### src/rtl/miner_job_dispatcher.sv
// miner_job_dispatcher
//  Shifts in one mining job (MID_WORDS midstate words, then HEAD_WORDS header words).
//  Loads it into NUM_ENG external SHA engines, each with a disjoint nonce base.
//  Buffers engine solutions and hands them to the host one at a time on a
//  claim/response handshake.
//
//  Ports
//   clk, n_rst                      clock, async active-low reset
//   start_found                     new job; aborts everything in flight
//   shift_in_enable, in_data        host job word stream
//   mid_data, head_data             job registers; first word shifted in is the MS word
//   eng_load, eng_solve             engine control
//   eng_nonce_base                  per-engine start nonce
//   eng_found, eng_nonce, eng_done  engine status
//   sol_claim, out_data, out_eng_id claim presented to host
//   sol_response                    host accepts the current claim
//   exhausted                       every range searched, nothing pending
//   sol_count                       accepted-claim count
//
//  Build option: define SOL_COUNT_EN to build the saturating accepted-claim counter;
//  otherwise sol_count is tied to 0.
module miner_job_dispatcher #(
    parameter int unsigned NUM_ENG    = 4,
    parameter int unsigned WORD_W     = 32,
    parameter int unsigned MID_WORDS  = 8,
    parameter int unsigned HEAD_WORDS = 16,
    parameter int unsigned NONCE_W    = 32
) (
    input  logic                            clk,
    input  logic                            n_rst,
    input  logic                            start_found,
    input  logic                            shift_in_enable,
    input  logic [WORD_W-1:0]               in_data,
    output logic [MID_WORDS*WORD_W-1:0]     mid_data,
    output logic [HEAD_WORDS*WORD_W-1:0]    head_data,
    output logic                            eng_load,
    output logic                            eng_solve,
    output logic [NUM_ENG*NONCE_W-1:0]      eng_nonce_base,
    input  logic [NUM_ENG-1:0]              eng_found,
    input  logic [NUM_ENG*NONCE_W-1:0]      eng_nonce,
    input  logic [NUM_ENG-1:0]              eng_done,
    output logic                            sol_claim,
    output logic [NONCE_W-1:0]              out_data,
    output logic [$clog2(NUM_ENG):0]        out_eng_id,
    input  logic                            sol_response,
    output logic                            exhausted,
    output logic [15:0]                     sol_count
);

    localparam int unsigned ENG_W  = $clog2(NUM_ENG);
    localparam int unsigned ID_W   = ENG_W + 1;
    localparam int unsigned MID_W  = MID_WORDS * WORD_W;
    localparam int unsigned HEAD_W = HEAD_WORDS * WORD_W;
    localparam int unsigned CNT_W  = $clog2(MID_WORDS + HEAD_WORDS + 1);

    typedef enum logic [2:0] {
        StIdle, StLoadMid, StLoadHead, StDispatch, StSolve, StClaim, StExhaust
    } state_e;

    state_e                     state_q, state_d;
    logic [CNT_W-1:0]           cnt_q, cnt_d;
    logic [MID_W-1:0]           mid_q, mid_d;
    logic [HEAD_W-1:0]          head_q, head_d;
    logic [NUM_ENG-1:0]         pend_q, pend_d;
    logic [NONCE_W-1:0]         pnonce_q [NUM_ENG];
    logic [NONCE_W-1:0]         pnonce_d [NUM_ENG];
    logic [NONCE_W-1:0]         out_data_q, out_data_d;
    logic [ID_W-1:0]            out_id_q, out_id_d;
    logic [NUM_ENG*NONCE_W-1:0] base_q, base_d;
    logic                       found_en, accept, load_claim;

    always_comb begin
        state_d    = state_q;
        cnt_d      = cnt_q;
        mid_d      = mid_q;
        head_d     = head_q;
        pend_d     = pend_q;
        pnonce_d   = pnonce_q;
        out_data_d = out_data_q;
        out_id_d   = out_id_q;
        base_d     = base_q;
        eng_load   = 1'b0;
        eng_solve  = 1'b0;
        sol_claim  = 1'b0;
        exhausted  = 1'b0;
        load_claim = 1'b0;
        found_en   = (state_q == StSolve) || (state_q == StClaim);
        accept     = (state_q == StClaim) && sol_response;

        // Clear the accepted entry before capturing finds, so a find on the
        // engine being accepted re-arms it with the new nonce.
        for (int i = 0; i < NUM_ENG; i++) begin
            if (accept && (out_id_q == ID_W'(i))) pend_d[i] = 1'b0;
        end
        for (int i = 0; i < NUM_ENG; i++) begin
            if (found_en && eng_found[i] && !pend_d[i]) begin
                pend_d[i]   = 1'b1;
                pnonce_d[i] = eng_nonce[i*NONCE_W +: NONCE_W];
            end
        end

        case (state_q)
            StIdle: ;
            StLoadMid: begin
                if (shift_in_enable) begin
                    mid_d = {mid_q[MID_W-WORD_W-1:0], in_data};
                    if (cnt_q == CNT_W'(MID_WORDS - 1)) begin
                        cnt_d   = '0;
                        state_d = StLoadHead;
                    end else begin
                        cnt_d = cnt_q + CNT_W'(1);
                    end
                end
            end
            StLoadHead: begin
                if (shift_in_enable) begin
                    head_d = {head_q[HEAD_W-WORD_W-1:0], in_data};
                    if (cnt_q == CNT_W'(HEAD_WORDS - 1)) begin
                        cnt_d   = '0;
                        state_d = StDispatch;
                        for (int i = 0; i < NUM_ENG; i++) begin
                            base_d[i*NONCE_W +: NONCE_W] = NONCE_W'(i) << (NONCE_W - ENG_W);
                        end
                    end else begin
                        cnt_d = cnt_q + CNT_W'(1);
                    end
                end
            end
            StDispatch: begin
                eng_load = 1'b1;
                state_d  = StSolve;
            end
            StSolve: begin
                eng_solve = 1'b1;
                // Finds arriving this cycle count, giving one-cycle claim latency.
                if (|pend_d) begin
                    state_d    = StClaim;
                    load_claim = 1'b1;
                end else if (&eng_done) begin
                    state_d = StExhaust;
                end
            end
            StClaim: begin
                sol_claim = 1'b1;
                if (sol_response) begin
                    if (|pend_d) load_claim = 1'b1;
                    else         state_d    = StSolve;
                end
            end
            StExhaust: exhausted = 1'b1;
            default:   state_d   = StIdle;
        endcase

        // Latch the lowest-index pending entry so the claim stays stable.
        if (load_claim) begin
            for (int i = NUM_ENG - 1; i >= 0; i--) begin
                if (pend_d[i]) begin
                    out_data_d = pnonce_d[i];
                    out_id_d   = ID_W'(i);
                end
            end
        end

        if (start_found) begin
            state_d = StLoadMid;
            cnt_d   = '0;
            mid_d   = '0;
            head_d  = '0;
            pend_d  = '0;
        end
    end

    always_ff @(posedge clk or negedge n_rst) begin
        if (!n_rst) begin
            state_q    <= StIdle;
            cnt_q      <= '0;
            mid_q      <= '0;
            head_q     <= '0;
            pend_q     <= '0;
            out_data_q <= '0;
            out_id_q   <= '0;
            base_q     <= '0;
            for (int i = 0; i < NUM_ENG; i++) pnonce_q[i] <= '0;
        end else begin
            state_q    <= state_d;
            cnt_q      <= cnt_d;
            mid_q      <= mid_d;
            head_q     <= head_d;
            pend_q     <= pend_d;
            out_data_q <= out_data_d;
            out_id_q   <= out_id_d;
            base_q     <= base_d;
            for (int i = 0; i < NUM_ENG; i++) pnonce_q[i] <= pnonce_d[i];
        end
    end

    assign mid_data       = mid_q;
    assign head_data      = head_q;
    assign eng_nonce_base = base_q;
    assign out_data       = out_data_q;
    assign out_eng_id     = out_id_q;

`ifdef SOL_COUNT_EN
    logic [15:0] sol_cnt_q;

    always_ff @(posedge clk or negedge n_rst) begin
        if (!n_rst) begin
            sol_cnt_q <= '0;
        end else if (start_found) begin
            sol_cnt_q <= '0;
        end else if (sol_claim && sol_response && (sol_cnt_q != 16'hFFFF)) begin
            sol_cnt_q <= sol_cnt_q + 16'd1;
        end
    end

    assign sol_count = sol_cnt_q;
`else
    assign sol_count = '0;
`endif

endmodule
### config.mk
export PLATFORM = sky130hd
export DESIGN_NAME = miner_job_dispatcher
export DESIGN_NICKNAME = d
export VERILOG_FILES = /design/src/rtl/miner_job_dispatcher.sv
export SDC_FILE = /design/constraint.sdc
export NUM_CORES = 1
export LEC_CHECK = 0
export BUFFER_PORTS_ARGS = -buffer_cell sky130_fd_sc_hd__clkbuf_2
export CORE_AREA = 8 8 437 439
export CTS_CLUSTER_SIZE = 24
export DETAILED_ROUTE_END_ITERATION = 8
export DIE_AREA = 0 0 445 447
export MAX_ROUTING_LAYER = met4
export PLACE_DENSITY = 0.45
export SYNTH_ARGS = -nofsm -noshare
export SYNTH_HDL_FRONTEND = slang
export SYNTH_SLANG_ARGS = --single-unit
### constraint.sdc
create_clock -name clk -period 2.5 [get_ports clk]
set_clock_uncertainty 0.05 [all_clocks]
set_input_delay 0.25 -clock clk [delete_from_list [all_inputs] [get_ports clk]]
set_output_delay 0.25 -clock clk [all_outputs]
set_load 0.03 [all_outputs]
==> impl.org, run 1 <==
** Timing
- The total count of max-transition violations in the final report was 0.
- Unrepaired setup endpoints after global routing :: no
- The worst pin sits at a relative slew slack of 41.6%.
- Hold Violations, Final :: 0
- At the pin with the least slew margin, the transition time is roughly 900 ps.
- The tightest hold path in the finished design has a slack of 111 ps.
- The final critical path takes up ~95% of the cycle.
- After layout, the minimum clock period comes to 2370 ps.
- Derived from the worst setup path, the maximum achievable clock frequency is 421 MHz.
- Setup total negative slack on the finished layout was measured at 0 ps.
- Setup violations remaining at the end of the flow were counted as 0.

** Synth
- The most used flip-flop cell after synthesis is dfrtp_1.
- Share of the yosys chip area belonging to registers :: about three fifths
- Synth async-reset ratio :: 100%
- Portion of synthesized cell area occupied by the leading cell type :: 60.4%
- Area of the mapped netlist :: 39,100 um2
- Post-synthesis instance total :: 4,153
- Yosys instantiated no cell more often than nand2_1.
- Count of state elements after synthesis :: 943
- Sorting the synthesized cells by area gives the leading types as dfrtp_1 60%, nand2_1 15%, a21oi_1 9.9%, buf_4 2.9%, mux2_2 2.8%.
- The biggest area contributor in the post-synthesis netlist is dfrtp_1.
- Number of synthesized flops with an enable pin :: 0
- Average instance area after synthesis :: 9.41 um2
- Most common library cells after synthesis :: 1,554 x nand2_1, 943 x dfrtp_1, 775 x a21oi_1
- Number of synthesis warnings :: 0
- Number of distinct library cells after synthesis :: 56

** Route
- The count of nets left with antenna violations once routing finished came out at 0.
- Detailed router's first-iteration violation count :: around 3,000
- Summed over all layers, the routed wires come to 182 mm.
- Residual DRC :: 0
- Average vias per placed instance :: 4.29
- Avg WL per Cell :: between 20 and 25 um
- Number of detailed-routing iterations run before antenna repair :: 7
- Summing over every cut layer, the via total after detailed routing is between 30,000 and 40,000.

** Pwr
- Switch Pwr :: 12.7 mW
- Net switching is 30.6% of the power.
- The internal power of the cells totals just under 30 mW.
- Standby leakage power :: 24.2 nW
- Of the total power, combinational logic draws 18.4%.
- Clock share of power :: 39.6%
- Sequential cells account for 41.9% of the total power.
- Total power divided by cell area :: 793 nW/um2
- IR analysis of the VDD net gives a maximum drop of about 0.59 mV.

** Layout
- Fill cells in the final layout number 19,943.
- Number of nets in the final layout :: 5,435
- Cells with a size suffix above 1 make up roughly a quarter of the layout.
- Area growth from synthesis to layout :: 34.3%

** Floorplanning
- The die is 445 um wide.
- Number of I/O pins :: roughly 1,100
- Floorplan die area :: 199,000 um2
- The initial utilization of the core area, before any placement, comes to 21.2%.
- After floorplanning, the core was divided into 158 placement rows.
- The floorplan step set the die height to roughly 450 um.
- In this run the standard cell core region covers roughly 180,000 um2.

** Flow run
- The tool flagged a number of max-cap violations equal to 0.

** GRT
- After global routing the overflow that remains totals 0.
- Number of global-route vias before repair :: 33,471
- The first global-routing pass estimated 257 mm of wire.
- The initial antenna violation count is 6.
- Entering global routing, the biggest net connects around 100 pins.
- Global routing used 17.9% of the available tracks across all layers.

** Worst setup path
- In this design, the stage delay of the slowest critical-path cell is 430 ps.
- Reg-to-reg slack, setup :: 130 ps
- Slowest cell on crit path :: dfrtp_1
- Worst path most repeated cell :: buf_12
- Counting both buffers and inverters, the worst setup path holds a total of 2.
- Tracing the worst setup path back leads to its startpoint at state_q[2]$_DFFE_PN0P_.
- The worst register-to-register path begins at state_q[2]$_DFFE_PN0P_.
- Cell depth of the worst setup path :: 8
- Startpoint types :: flip-flop
- The worst setup path is of the flip-flop to flip-flop kind.
- In this design, the largest share of critical-path delay is due to simple AND/OR/NAND/NOR gates.
- Traced cell by cell, the critical path runs through nor2b_4, a31oi_1, nand4bb_2, buf_12, o31a_2, buf_12, nor2_1, a211oi_1.
- Critical path destination :: out_data[28]$_DFFE_PN0P_
- Of all nets on the critical path, the largest fanout is 32.
- Worst path required time :: approximately 3000 ps
- Worst r2r path cells :: 8
- Data on the critical path arrives at its endpoint at 2920 ps.
- The worst setup path is captured at a flip-flop.
- In this run the critical register-to-register path is captured at out_data[28]$_DFFE_PN0P_.

** Placed design
- Routability-driven placement finished with a final weighted congestion of ~0.9.
- Detailed placement finished with a half-perimeter wire length of between 100 and 150 mm.
- The count of buffers added on input and output ports is 982.

** Clocking
- The clock drives between 900 and 1,000 sinks.
- Clock tree from TritonCTS :: yes
- Clock buffers created by TritonCTS :: 110
- The tree is rooted in a clkbuf_16.
- Clock-pin slew was measured on the worst setup and hold paths at 60 ps.
- H-tree depth :: 3
- Buffer levels on the longest clock path :: 3
- The later pin in the worst-skew pair is clocked with a latency of 730 ps.

** Min path
- The min-delay analysis places its worst path in the category primary input to flip-flop.

** Run status
- The run finished with clean final reports.
## layout make-up
cell class | instances | area [um2] | area share, %
Timing Repair Buffer | 1296 | 8370 | 15.9
Tap cell | 2480 | 3100 | 5.91
Antenna cell | 4 | 10.0 | 0.0191
Clock buffer | 160 | 3220 | 6.14
Multi-Input combinational cell | 2869 | 13600 | 26.0
Inverter | 39 | 146 | 0.279
Clock inverter | 36 | 427 | 0.813
Sequential cell | 943 | 23600 | 45.0
## placed cells by master, fill, tap and decap left out, types with 51 or more instances in the layout
| cell type | netlist | routed |
|---|---|---|
| buf_4 | 152 | 95 |
| clkbuf_2 | 0 | 978 |
| clkbuf_16 | 0 | 112 |
| dlygate4sd3_1 | 0 | 168 |
| nand2_1 | 1554 | 1552 |
| a21oi_1 | 775 | 773 |
| dfrtp_1 | 943 | 940 |
| mux2_2 | 96 | 96 |
| buf_12 | 0 | 51 |
| conb_1 | 1 | 141 |
## state kept, by name, summed over array words and instances (netlist names)
signal,cells
eng_nonce_base,1
mid_data,256
pend_q,4
head_data,512
out_data,32
pnonce_q,128
out_eng_id,2
state_q,3
cnt_q,5
## worst reg2reg max path, delay by kind of cell, from the launching register on
family                 cells  cell delay, ps
AOI/OAI and AO/OA          3             560
DFF                        1             430
and+or+nand+nor            3             780
buffers and inverters      2             420
## cells by family (layout without fill, tap and decap cells)
family                   after synthesis  after routing  share of synthesized area, %
AND/OR/NAND/NOR                     1727           1727                          17.7
multiplexers                         130            130                          3.67
adder cells (fa/ha/maj)                3              3                        0.0961
buffers and inverters                481           1531                          6.31
flip-flops                           943            943                          60.4
AO/OA/AOI/OAI                        867            867                          11.8
other                                  1            145                       0.00960
XOR/XNOR                               1              1                        0.0224
## through the flow
step | instances | total power [mW] | cell area, um2 | setup slack, ps | util (%)
after CTS | 7822 | 42.2 | 52500 | 21.9 | 28.5
after detailed placement | 7457 | 25.2 | 47100 | 71.6 | 25.6
final | 7827 | 41.6 | 52500 | 126 | 28.5
after global placement | 7457 | 25.1 | 47100 | 135 | 25.6
after floorplan | 4293 | 22.2 | 39600 | 202 | -
after global routing | 7825 | 43.5 | 52500 | 3.21 | 28.5
## routing by layer
metal	vias to the layer above	GRT usage [%]	part of all wire [%]	routed length [um]
li1	15502	-	-	-
met1	16901	22.5	42	76900
met2	951	28.8	49	88700
met3	205	4.09	6.0	10900
met4	0	5.70	3.1	5620
met5	-	-	0	0
## power groups by stage
| stage | Sequential [mW] | Clock (mW) | Combinational, mW |
|---|---|---|---|
| finish | 17.5 | 16.5 | 7.67 |
| global route | 17.6 | 17.5 | 8.30 |
| CTS | 17.5 | 17.0 | 7.74 |
| detailed placement | 17.7 | 0 | 7.49 |
| global placement | 17.7 | 0 | 7.44 |
| floorplan | 18.3 | 0 | 3.88 |
## how the worst min path moves through the flow
stage	from	endpoint	slack, ps	cells after the start
6_report	eng_done[1]	state_q[1]$_DFFE_PN0P_	110	4
5_1_grt	eng_done[1]	state_q[1]$_DFFE_PN0P_	70	4
4_1_cts	eng_done[1]	state_q[1]$_DFFE_PN0P_	10	4
3_5_place_dp	n_rst	head_data[126]$_DFFE_PN0P_	190	1
3_3_place_gp	n_rst	head_data[126]$_DFFE_PN0P_	190	1
2_1_floorplan	n_rst	cnt_q[0]$_DFFE_PN0P_	-100	0
## timing repair
action,CTS,global route
pin swaps,0,0
hold buffers,169,0
resized for setup,6,4
gates cloned,0,0
endpoints found under the hold margin,989,0
endpoints found under the setup margin,2,33
setup buffers,0,1
No activity file was read; power rests on OpenSTA's default activity.
==> inputs of run 2 (changes only) <==
--- a/config.mk
+++ b/config.mk
@@ -10,6 +10,7 @@
 export CTS_CLUSTER_SIZE = 24
 export DETAILED_ROUTE_END_ITERATION = 8
 export DIE_AREA = 0 0 445 447
+export HOLD_SLACK_MARGIN = 0.12
 export MAX_ROUTING_LAYER = met4
 export PLACE_DENSITY = 0.45
 export SYNTH_ARGS = -nofsm -noshare
==> impl.org, run 2 (same netlist as run 1, synthesis figures left out) <==
** Clocking
- The total number of H-tree levels came to 3 (unchanged).
- Clock buffers created by TritonCTS :: 110 (unchanged)
- CTS root buf :: clkbuf_16
- The source-to-sink clock delay at the later pin of the worst-skew pair came to 730 ps (about the same).
- The number of sinks handled by clock tree synthesis came to 943 (unchanged).
- Buffer levels on the longest clock path :: 3 (unchanged)
- TritonCTS built the clock tree.
- The clock-pin transition on the worst setup and hold timing paths came to 60 ps (about the same).

** Timing
- The headroom to the max-slew limit came to 41.3% (-0.35 points).
- The achievable frequency came to 418 MHz (-0.79%).
- Unrepaired setup endpoints after global routing :: no
- Hold Violations, Final :: 0 (unchanged)
- Setup_tns :: 0 ps (unchanged)
- Post-route fraction of the period consumed by the critical path :: 95.7% (+0.76 points)
- Final setup slack of the worst path :: 107 ps (-18.9 ps)
- The total count of max-transition violations in the final report was 0 (unchanged).
- Worst slew pin tran :: 881 ps (+5.32 ps)
- Number of endpoints failing setup at the final stage :: 0 (unchanged)
- Final worst path period need :: 2390 ps (+18.9 ps)

** Worst setup path
- Worst Setup End Kind :: flip-flop
- Cell depth of the worst setup path :: 5 (-3)
- The signal on the critical path passes through nand2b_4, a211oi_4, buf_4, mux2_2, dlygate4sd3_1.
- In this run the worst setup path begins at state_q[1]$_DFFE_PN0P_.
- Launching point of the worst reg2reg path :: state_q[1]$_DFFE_PN0P_
- CP max FO :: 10 (-69%)
- Top cell family by delay on the critical path :: buffers and inverters
- The required time reported for the critical path endpoint came to 3060 ps (+20 ps).
- Critical path destination :: pnonce_q[60]$_DFF_PN0_
- Startpoint types :: flip-flop
- The setup slack on the worst flop-to-flop path is 110 ps (-20 ps).
- Slowest cell on crit path :: dlygate4sd3_1
- The worst register-to-register path ends at pnonce_q[60]$_DFF_PN0_.
- Worst r2r path cells :: 5 (-3)
- Signal arrival time at the worst endpoint :: 2950 ps (+30 ps)
- The highest cell delay on the worst timing path is 570 ps (+140 ps).
- Total buffers and inverters traversed by the critical path :: 2 (unchanged)
- The critical path is of the flip-flop to flip-flop type.

** Route
- The remaining number of nets flagged by the antenna check after routing was 0 (unchanged).
- Avg WL per Cell :: 23.2 um (-0.31%)
- The detailed-routing iteration count for the pre-antenna-repair pass is 6 (-1).
- The per-cell via count in the routed design is 4.29 (about the same).
- Total vias in the final route :: 33,703 (+0.43%)
- The DRC violation count after routing was 0 (unchanged).
- The routed wire length was 182 mm (about the same).
- Detailed router's first-iteration violation count :: 2,954 (-1.3%)

** Min path
- In this run the worst hold path is classified as primary input to async pin.

** Layout
- The share of post-route cells with drive strength above 1 is 26.4% (-0.16 points).
- The library cell used most frequently in the layout, excluding fill and tap cells, is nand2_1.
- The library cells used most frequently in the layout, excluding fill and tap cells, are 1,552 x nand2_1, 978 x clkbuf_2, 940 x dfrtp_1, 773 x a21oi_1, 201 x dlygate4sd3_1.
- Cell Count, Final, Fillers Out :: 7,859 (+0.41%)
- The number of fillers in the final layout came to 19,928 (-0.075%).
- Multi-input combinational cell area :: 13,600 um2 (unchanged)
- The flip-flop count of the largest register after layout is 512 (unchanged).
- Compared with the post-synthesis result, the final layout area differs by 35.2%.
- Number of nets in the final layout :: 5,468 (+0.61%)
- Flip-flop and latch area :: 23,600 um2 (unchanged)
- Post-route core utilization :: 28.7% (+0.18 points)

** GRT
- The global routing usage summed across all routing layers was 18.0% (+0.043 points).
- Met3 track demand over resource :: 4.14% (+0.048 points)
- Most Crowded Layer GR :: met2
- The met2 track demand over resource in global routing was 28.9% (+0.096 points).
- The number of global-route vias before repair was 33,666 (+0.58%).
- The initial antenna violation count is 6 (unchanged).
- The leftover overflow at the end of global routing was 0 (unchanged).
- Global routing usage on met1 :: 22.5% (about the same)
- First-pass GRT wire length :: 258 mm (+0.33%)
- The maximum number of pins on one net before global-route repair was 104 (unchanged).

** Pwr
- Standby leakage power :: 24.3 nW (+0.68%)
- Final Power :: 42.0 mW (+0.90%)
- The worst ir drop on vdd is 0.585 mV (-0.38%).
- Total power divided by cell area :: 795 nW/um2 (+0.27%)

** Floorplanning
- The x dimension of the die came to 445 um (unchanged).
- Floorplan die area :: 199,000 um2 (unchanged)
- Effective utilization at floorplan :: 21.2% (unchanged)
- The total number of placement rows is 158 (unchanged).
- The number of primary I/O pins came to 1,124 (unchanged).
- Placeable core region :: 184,000 um2 (unchanged)
- Chip Height :: 447 um (unchanged)

** Placed design
- The pre-CTS worst setup slack came to 71.6 ps (unchanged).
- The half-perimeter wire length of the detailed placement result is 138 mm (unchanged).
- The weighted congestion at the end of routability-driven global placement came to 0.902 (unchanged).
- Placed cell count :: 7,457 (unchanged)
- Number of buffer cells added on primary ports :: 982 (unchanged)

** Run status
- The flow ran to the end, and the final reports show no timing, DRC or antenna violations.

** Flow run
- The max-cap check violation count was 0 (unchanged).
## run 2: cell types whose count changed in the layout (fill, tap and decap cells not counted)
cell / before / now
diode_2: 4 / 3
dlygate4sd3_1: 168 / 201
## run 2: timing repair
| action | in CTS | in global routing |
|---|---|---|
| pin swaps | 0 | 1 |
| buffers inserted | 0 | 1 |
| setup endpoints to repair | 2 | 63 |
| endpoints found under the hold margin | 1227 | 0 |
| resized for setup | 6 | 4 |
| hold buffers | 202 | 0 |
## run 2: worst min-delay path by stage
stage / startpoint / end
floorplan: n_rst / cnt_q[0]$_DFFE_PN0P_
global placement: n_rst / head_data[126]$_DFFE_PN0P_
detailed placement: n_rst / head_data[126]$_DFFE_PN0P_
CTS: eng_nonce[20] / pnonce_q[116]$_DFF_PN0_
global route: eng_nonce[116] / pnonce_q[20]$_DFF_PN0_
finish: n_rst / mid_data[65]$_DFFE_PN0P_
## run 2: worst reg2reg max path: cells and delay by family (launching register included)
| kind | cells | cell delay (ps) |
|---|---|---|
| buffers and inverters | 2 | 830 |
| DFF | 1 | 470 |
| muxes | 1 | 370 |
| AOI/OAI and AO/OA | 1 | 320 |
| and+or+nand+nor | 1 | 230 |
## run 2: final cells by class
class                      instances  area share (%)
multi-input combinational       2869            25.8
clock inverter                    36           0.808
tap                             2480            5.87
timing repair buffer            1329            16.5
clock buffer                     160            6.10
sequential                       943            44.7
antenna                            3          0.0142
inverter                          39           0.277
## run 2: where the power goes
part           switching, mW  internal (mW)
clock network           6.85           9.64
logic                   5.16           2.90
registers              0.792           16.7
## run 2: metal layers
| metal | vias up | share of wire [%] |
|---|---|---|
| met5 | - | 0 |
| met2 | 962 | 49 |
| met4 | 0 | 3.1 |
| met1 | 16952 | 42 |
| li1 | 15581 | - |
| met3 | 208 | 6.3 |
## run 2: through the flow
stage,hold WS [ps],cell area [um2]
6_report,227,52800
3_5_place_dp,186,47100
4_1_cts,149,52800
2_1_floorplan,-95.6,39600
5_1_grt,215,52800
3_3_place_gp,194,47100
==> inputs of run 3 (changes only) <==
--- a/config.mk
+++ b/config.mk
@@ -6,10 +6,10 @@
 export NUM_CORES = 1
 export LEC_CHECK = 0
 export BUFFER_PORTS_ARGS = -buffer_cell sky130_fd_sc_hd__clkbuf_2
-export CORE_AREA = 8 8 437 439
+export CORE_AREA = 8 8 433 435
 export CTS_CLUSTER_SIZE = 24
 export DETAILED_ROUTE_END_ITERATION = 8
-export DIE_AREA = 0 0 445 447
+export DIE_AREA = 0 0 441 443
 export HOLD_SLACK_MARGIN = 0.12
 export MAX_ROUTING_LAYER = met4
 export PLACE_DENSITY = 0.45
==> constraint.sdc (replaced) <==
create_clock -name clk -period 3.05 [get_ports clk]
set_clock_uncertainty 0.05 [all_clocks]
set_input_delay 0.305 -clock clk [delete_from_list [all_inputs] [get_ports clk]]
set_output_delay 0.305 -clock clk [all_outputs]
set_load 0.03 [all_outputs]
==> impl.org, run 3 (same netlist as run 1, synthesis figures left out) <==
** Floorplanning
- The full die area was 195,000 um2 (-1.8%).
- The total number of placement rows came to 156 (-1.3%).
- DIE WIDTH :: 441 um (-0.90%)
- Number of I/O pins :: 1,124 (unchanged)
- The effective utilization at floorplan was 21.7% (+0.48 points).
- Chip Height :: 443 um (-0.89%)
- The area of the core was 180,000 um2 (-2.2%).

** Timing
- The sum of negative setup slack came to 0 ps (unchanged).
- Post-route fraction of the period consumed by the critical path :: 84.9% (-11 points)
- Worst slew pin tran :: 705 ps (-176 ps)
- The setup slack after layout was 460 ps (+352 ps).
- The post-layout minimum cycle time was 2590 ps (+198 ps).
- Setup repair after global routing left no endpoint under its margin.
- The final hold violation count was 0 (unchanged).
- Max-slew violations :: 0 (unchanged)
- Tightest slew margin relative to the limit :: 53.0% (+12 points)
- Maximum clock rate :: 386 MHz (-7.6%)
- Number of endpoints failing setup at the final stage :: 0 (unchanged)

** Route
- The DRC violation count after routing was 0 (unchanged).
- Average vias per placed instance :: 4.40 (+2.7%)
- The detailed-routing iteration count for the pre-antenna-repair pass is 7 (+1).
- The DRC marker count from the first detailed-route iteration is 2,744 (-7.1%).
- Avg WL per Cell :: 24.1 um (+3.8%)
- The routed wire length is 185 mm (+1.7%).
- The total number of vias is 33,910 (+0.61%).
- Remaining antenna violation count after routing :: 0 (unchanged)

** Clocking
- Clock tree from TritonCTS :: yes
- The total number of H-tree levels came to 3 (unchanged).
- The root buffer cell chosen for the clock tree is clkbuf_16.
- Clock latency reported for the late side of the worst-skew pair :: 750 ps (+20 ps)
- The clock buffer count from CTS was 112 (+1.8%).
- The clock-pin transition on the worst setup and hold timing paths came to 60 ps (about the same).
- The number of sinks handled by clock tree synthesis came to 943 (unchanged).
- Buffer levels on the longest clock path :: 3 (unchanged)
- Buffers inserted by post-CTS timing repair :: 0 (unchanged)

** Min path
- Worst Hold Class :: primary input to flip-flop

** GRT
- The leftover overflow at the end of global routing was 0 (unchanged).
- The global routing usage summed across all routing layers was 18.7% (+0.72 points).
- Number of global-route vias before repair :: 33,495 (-0.51%)
- The maximum number of pins on one net before global-route repair was 127 (+22%).
- The wire length of the first global-routing pass is 261 mm (+1.5%).
- Antenna violations before repair :: 12 (+6)

** Placed design
- The half-perimeter wire length of the detailed placement result came to 140 mm (+1.5%).
- The pre-CTS worst setup slack came to 483 ps (+412 ps).
- Number of buffer cells added on primary ports :: 982 (unchanged)
- Placed inst area :: 46,700 um2 (-0.85%)
- Placer congestion estimate :: 0.906 (+0.41%)

** Worst setup path
- The worst setup path is launched from a flip-flop.
- Worst Path Class, Setup :: flip-flop to flip-flop
- CP max FO :: 11 (+1)
- Worst Setup End Kind :: flip-flop
- Signal arrival time at the worst endpoint :: 3150 ps (+200 ps)
- Worst path required time :: 3610 ps (+550 ps)

** Run status
- The run finished with clean final reports.

** Layout
- Leading cell type in the layout, fill and taps excluded :: nand2_1
- Leaving out fill and tap cells, the most frequent cells in the layout are 1,552 x nand2_1, 980 x clkbuf_2, 943 x dfrtp_1, 773 x a21oi_1, 173 x dlygate4sd3_1.
- The share of post-route cells with drive strength above 1 came to 26.0% (-0.42 points).
- Relative to the synthesized area, the layout overhead comes to 33.8%.
- The flip-flop count of the largest register after layout came to 512 (unchanged).
- Fillers :: 19,343 (-2.9%)
- Final std cell area, no fill :: 52,300 um2 (-1.0%)
- Number of nets in the final layout :: 5,408 (-1.1%)

** Pwr
- The worst ir drop on vdd was 0.445 mV (-24%).
- Total power divided by cell area :: 659 nW/um2 (-17%)
- Final Power :: 34.4 mW (-18%)
- Standby leakage power :: 24.1 nW (-0.95%)

** Flow run
- The max-cap check violation count is 0 (unchanged).
==> run 3: cell types whose count changed in the layout (fill, tap and decap cells not counted), moves of 3 or more <==
| cell | delta |
|---|---|
| dfrtp_2 | -3 |
| dfrtp_1 | +3 |
| clkbuf_1 | +6 |
| diode_2 | +5 |
| buf_4 | -33 |
| dlygate4sd3_1 | -28 |
| clkinvlp_4 | -3 |
==> run 3: stage by stage <==
| step | cells | hold slack [ps] | util [%] |
|---|---|---|---|
| after floorplan | 4293 | -40.6 | - |
| after detailed placement | 7314 | 293 | 25.9 |
| after global placement | 7314 | 289 | 25.9 |
| final | 7703 | 312 | 29.0 |
| after global routing | 7700 | 266 | 29.0 |
| after CTS | 7695 | 193 | 29.0 |
==> run 3: what timing repair did <==
action                    4_1_cts  5_1_grt
resized for setup               0        0
hold buffers                  174        0
hold endpoints to repair     1242        0
==> run 3: critical path, cell delays in order (launching register included) <==
cell      delay (ps)
dfrtp_1          620
inv_1            250
o31ai_4          370
nand3_1          250
nor3_1           330
a21boi_0         140
or4_1            470
==> run 3: worst paths after layout <==
| kind | startpoint | end | slack [ps] | cells after the start |
|---|---|---|---|---|
| max | state_q[0]$_DFFE_PN0P_ | state_q[0]$_DFFE_PN0P_ | 460 | 6 |
| min | eng_nonce[20] | pnonce_q[116]$_DFF_PN0_ | 310 | 4 |
| max reg2reg | state_q[0]$_DFFE_PN0P_ | state_q[0]$_DFFE_PN0P_ | 460 | 6 |
| min reg2reg | pnonce_q[104]$_DFF_PN0_ | pnonce_q[104]$_DFF_PN0_ | 430 | 2 |
| max in group asynchronous | n_rst | head_data[433]$_DFFE_PN0P_ | 1950 | 3 |
| min in group asynchronous | n_rst | mid_data[138]$_DFFE_PN0P_ | 400 | 3 |
==> run 3: where the power goes <==
part	internal, mW	switching, mW	leakage (nW)
clock network	8.26	5.72	1.87
logic	2.01	4.12	9.28
registers	13.7	0.672	12.9
total	23.9	10.5	24.1
==> run 3: layer usage <==
| metal | vias up | wire length (um) | GRT usage [%] |
|---|---|---|---|
| li1 | 15444 | - | - |
| met1 | 17232 | 78000 | 23.4 |
| met5 | - | 0 | - |
| met2 | 1025 | 90400 | 30.4 |
| met3 | 209 | 11500 | 3.88 |
| met4 | 0 | 5420 | 5.52 |
==> run 3: layout make-up <==
class | count | area (um2) | area share [%]
Clock inverter | 36 | 484 | 0.926
Antenna cell | 8 | 20.0 | 0.0383
Tap cell | 2370 | 2970 | 5.67
Clock buffer | 171 | 3330 | 6.36
Timing Repair Buffer | 1267 | 8130 | 15.6
Multi-Input combinational cell | 2869 | 13600 | 26.0
Inverter | 39 | 146 | 0.280
Sequential cell | 943 | 23600 | 45.1
